$ cat src/rtl/banco_registros_param.sv
`default_nettype none
// ============================================================================
// Module  : banco_registros_param
// Brief   : Parametrised register bank, 2 registered read ports, 1 write port,
//           per-register pending (scoreboard) bit, optional zero register/bypass.
// Revision: 1.0 - initial release
// ============================================================================
module banco_registros_param #(
    parameter int DATA_W   = 32,
    parameter int ADDR_W   = 5,
    parameter int ZERO_REG = 1,
    parameter int BYPASS   = 1
) (
    input  logic              clk,
    input  logic              rst,
    input  logic [ADDR_W-1:0] rd_addr_1,
    input  logic [ADDR_W-1:0] rd_addr_2,
    output logic [DATA_W-1:0] rd_data_1,
    output logic [DATA_W-1:0] rd_data_2,
    output logic              rd_pend_1,
    output logic              rd_pend_2,
    input  logic              wr_en,
    input  logic [ADDR_W-1:0] wr_addr,
    input  logic [DATA_W-1:0] wr_data,
    input  logic              res_en,
    input  logic [ADDR_W-1:0] res_addr,
    output logic              pend_any
);

    localparam int DEPTH = 2 ** ADDR_W;

    logic [DATA_W-1:0] regs_q [DEPTH];
    logic [DEPTH-1:0]  pend_q;
    logic [DEPTH-1:0]  pend_d;
    logic [DEPTH-1:0]  pend_src;

    logic              wr_ok;
    logic              res_ok;
    logic              rd_zero_1;
    logic              rd_zero_2;
    logic [DATA_W-1:0] rd_data_1_d;
    logic [DATA_W-1:0] rd_data_2_d;
    logic              rd_pend_1_d;
    logic              rd_pend_2_d;
    logic              pend_any_d;

    // Register 0 swallows writes and reservations when hardwired to zero.
    assign wr_ok     = wr_en  && !((ZERO_REG != 0) && (wr_addr  == '0));
    assign res_ok    = res_en && !((ZERO_REG != 0) && (res_addr == '0));
    assign rd_zero_1 = (ZERO_REG != 0) && (rd_addr_1 == '0);
    assign rd_zero_2 = (ZERO_REG != 0) && (rd_addr_2 == '0);

    // Reservation is applied after the write so the new producer keeps the bit set.
    always_comb begin
        pend_d = pend_q;
        if (wr_ok)
            pend_d[wr_addr] = 1'b0;
        if (res_ok)
            pend_d[res_addr] = 1'b1;
    end

    assign pend_src = (BYPASS != 0) ? pend_d : pend_q;

    always_comb begin
        rd_data_1_d = regs_q[rd_addr_1];
        rd_data_2_d = regs_q[rd_addr_2];
        if ((BYPASS != 0) && wr_ok && (wr_addr == rd_addr_1))
            rd_data_1_d = wr_data;
        if ((BYPASS != 0) && wr_ok && (wr_addr == rd_addr_2))
            rd_data_2_d = wr_data;
        if (rd_zero_1)
            rd_data_1_d = '0;
        if (rd_zero_2)
            rd_data_2_d = '0;
    end

    assign rd_pend_1_d = pend_src[rd_addr_1] && !rd_zero_1;
    assign rd_pend_2_d = pend_src[rd_addr_2] && !rd_zero_2;
    assign pend_any_d  = |pend_src;

    always_ff @(posedge clk or posedge rst) begin
        if (rst) begin
            for (int i = 0; i < DEPTH; i++)
                regs_q[i] <= '0;
            pend_q <= '0;
        end else begin
            if (wr_ok)
                regs_q[wr_addr] <= wr_data;
            pend_q <= pend_d;
        end
    end

    always_ff @(posedge clk or posedge rst) begin
        if (rst) begin
            rd_data_1 <= '0;
            rd_data_2 <= '0;
            rd_pend_1 <= 1'b0;
            rd_pend_2 <= 1'b0;
            pend_any  <= 1'b0;
        end else begin
            rd_data_1 <= rd_data_1_d;
            rd_data_2 <= rd_data_2_d;
            rd_pend_1 <= rd_pend_1_d;
            rd_pend_2 <= rd_pend_2_d;
            pend_any  <= pend_any_d;
        end
    end

endmodule
`default_nettype wire

$ cat config.mk
export PLATFORM = sky130hd
export DESIGN_NAME = banco_registros_param
export DESIGN_NICKNAME = d
export VERILOG_FILES = /design/src/rtl/banco_registros_param.sv
export SDC_FILE = /design/constraint.sdc
export NUM_CORES = 2
export LEC_CHECK = 0
export BUFFER_PORTS_ARGS = -buffer_cell sky130_fd_sc_hd__buf_2
export CORE_MARGIN = 5
export CORE_UTILIZATION = 44
export CTS_CLUSTER_DIAMETER = 150
export CTS_CLUSTER_SIZE = 30
export DETAILED_ROUTE_END_ITERATION = 10
export HOLD_SLACK_MARGIN = 0.06
export PLACE_DENSITY_LB_ADDON = 0.1
export SETUP_SLACK_MARGIN = 0.2
export SKIP_CTS_REPAIR_TIMING = 1
export SYNTH_ARGS = -nofsm -noshare
export SYNTH_HDL_FRONTEND = slang
export SYNTH_SLANG_ARGS = --single-unit
$ cat constraint.sdc
create_clock -name clk -period 44.7 [get_ports clk]
set_input_delay 8.94 -clock clk [delete_from_list [all_inputs] [get_ports clk]]
set_output_delay 8.94 -clock clk [all_outputs]
set_load 0.05 [all_outputs]
==> metrics.txt <==
Hold Slack between 0.4 and 0.5 ns; worst hold stages 0; Final setup viols 0; worst-path fanout max a little under 100; root buf cell clkbuf_16; switching share of total power 0.298; ratio of final minimum period to clock period 0.289; register area share after synthesis 0.480; Synth Area per Inst ~16 µm²; Core Region around 130000 µm²; Synth Net Count ~3800; Final Hold Vio Count 0; worst r2r src pend_q[15]; final wirelength ~180000 µm; number of max-cap violations 0; Syn Inst Count 3724; via count between 30000 and 40000; sequential power share 0.539; Initial Util 0.444; post-synthesis register bit count 1123; Die Y 375 µm; Cell Rows 133; Comb power frac 0.257; H-tree depth 2; area grow syn2layout 5.47%; fin cells ~5300; Clock power frac 0.204; leakage roughly 27 nW; Crit path largest cell delay roughly 0.86 ns; gr usage total 0.261; Avg WL per Cell roughly 35 µm; vias per cell 6.65; Netlist Area Pre-Place 58500 µm²; Arr. time, crit path 13.44 ns; skew final 0.0191 ns; DP Cell Count between 5000 and 6000; synthesis warning total 0; Hold Path Class flop to flop; status finished, final reports clean; CP Depth 10; max_slew headroom 0.113; pin count of the biggest net entering global routing 148; r2r worst-path depth 5; remaining antenna violation count 0; clock slew at reported path FFs between 0.1 and 0.15 ns; P_int around 1.8 mW; CP Capture Type flop; switching power roughly 0.75 mW; crit path buf inv count 4; Pwr Density about 41 nW/µm²; critical hold path startpoint regs_q[1020]; Critical Path Source rd_addr_2[0]; worst-margin pin slew about 1.3 ns; die width around 370 µm; DRT Pass-1 Iters 5; CP max stage cell buf_4; Inserted Clock Buffers between 40 and 50; Setup CP Type input port to flop; ratio of cells with drive above 1 in the final layout 0.532; number of I/O pins between 100 and 150; initial antenna violation count 7; vias in the first global route 37600; final-layout fill cell count approximately 11000; setup TNS 0 ns; clock sinks about 1100; asr flop ratio synth 1.00; CP startpoint kind input port; Peak supply drop 0.0264 mV; Min Clock Period, post-route roughly 13 ns; post-DP HPWL about 97000 µm; nets between 3000 and 4000; Synth Flop Type dfrtp_1; f_max 0.0775 GHz; first-pass GRT wire length 271000 µm; Top delay family on crit path buffers and inverters; CP required roughly 45 ns; RePlAce Congestion 0.810; Post-synth EDFFs 0; initial DRC count 3071; ranking of synthesized cells by area dfrtp_1 48%, mux4_2 23%, mux2_2 19%, mux2i_1 1.9%, clkbuf_1 1.8%; top cell type's share of synthesized area 0.480; dominant cell type by area after synthesis dfrtp_1; most frequent CP cell a211oi_1; RSZ-0062 raised after global routing false; Cell variety after synth 57; crit path cell chain buf_8, buf_4, buf_12, buf_4, mux4_2, and2_1, a211oi_1, a211oi_1, a211oi_1, nor3_1; Longest Clk Path Bufs 3; Die Area between 100000 and 150000 µm²; DRC 0; clock latency at the later pin of the worst-skew pair about 0.7 ns; grt ovf 0; Final Max Slew Viols 0; Port Buffers ~120; TritonCTS clock tree yes
## logic make-up after synthesis
kind of cell / count (synthesis) / synth area share
buffers and inverters: 451 / 0.0303
AO/OA/AOI/OAI: 203 / 0.0249
XOR/XNOR: 10 / 0.00150
AND/OR/NAND/NOR: 225 / 0.0200
multiplexers: 1712 / 0.443
flip-flops: 1123 / 0.480
## Yosys cell counts (all sizes together) (2+ instances only)
library cell     n
a211oi         116
nand2           41
and4bb           2
dfrtp         1123
nor4bb           2
or3              4
o211ai           2
nand4b           3
or4              3
nor3            18
xor2             6
o2bb2ai          3
a22o            10
clkbuf         276
o22ai            4
nand3            4
a31oi            2
nor3b            3
nor2            80
xnor2            4
o21ai           14
nor4             6
buf            158
nand4            3
mux2i          113
nand2b           4
inv             16
nand3b           2
and3             4
mux4           604
and3b            3
and2            20
a21oi           25
o31ai            4
a22oi           11
a32o             2
nor2b           20
mux2           995
## power groups by stage
stage	Sequential (mW)	Clock [mW]	Combinational, mW
finish	1.35	0.510	0.644
global route	1.37	0.560	0.689
CTS	1.35	0.531	0.649
detailed placement	1.37	0	0.646
global placement	1.35	0	0.631
floorplan	1.37	0	0.469
## path summary, 6_finish.rpt
check	endpoint	slack (ns)
setup / recovery	rd_data_2[9]	31.80
hold reg to reg	regs_q[1020]	0.40
hold / removal	regs_q[1020]	0.40
setup reg to reg	pend_any	42.33
min in group asynchronous	regs_q[279]	8.46
max in group asynchronous	regs_q[647]	32.34
## flip-flops by register name (all words and copies together) (netlist names)
name	count
regs_q	1024
pend_q	32
rd_data_1	32
rd_data_2	32
pend_any	1
rd_pend_1	1
rd_pend_2	1
## placed cells by master (no fill, tap or decap), drive strengths merged, types with 6 or more instances in the layout
| cell type | Yosys | layout |
|---|---|---|
| a211oi | 116 | 116 |
| nor2 | 80 | 80 |
| a22o | 10 | 10 |
| dfrtp | 1123 | 1123 |
| clkbuf | 276 | 45 |
| nor3 | 18 | 18 |
| nor4 | 6 | 6 |
| a22oi | 11 | 11 |
| and2 | 20 | 20 |
| xor2 | 6 | 6 |
| a21oi | 25 | 25 |
| nor2b | 20 | 20 |
| nand2 | 41 | 41 |
| mux4 | 604 | 604 |
| o21ai | 14 | 14 |
| inv | 16 | 16 |
| buf | 158 | 192 |
| mux2i | 113 | 113 |
| mux2 | 995 | 995 |
## layout make-up
type	count	area [µm²]	area share
timing repair buffer	192	1300	0.0210
tap	1755	2200	0.0356
clock inverter	2	25.0	0.000405
sequential	1123	28100	0.455
inverter	17	73.8	0.00120
clock buffer	45	1130	0.0182
multi-input combinational	2150	28900	0.468
antenna	2	5.00	0.0000811
## stage by stage
step / worst slack, ns / cell area, µm² / power, mW / util
2_1_floorplan: 4.14 / 58500 / 1.84 / -
3_3_place_gp: 30.89 / 60600 / 1.98 / 0.460
6_report: 31.80 / 61700 / 2.50 / 0.468
5_1_grt: 31.42 / 61700 / 2.62 / 0.468
3_5_place_dp: 31.01 / 60600 / 2.01 / 0.460
4_1_cts: 31.77 / 61700 / 2.53 / 0.468
## per-layer routing
metal  vias up  global-route usage  share of wire
li1      14000                   -              -
met1     19800               0.370           0.43
met2      1138               0.432           0.49
met3       256              0.0344          0.055
met4         4              0.0638          0.027
met5         -                   0        0.00019
Note: power is estimated with default switching activity, not from simulation.
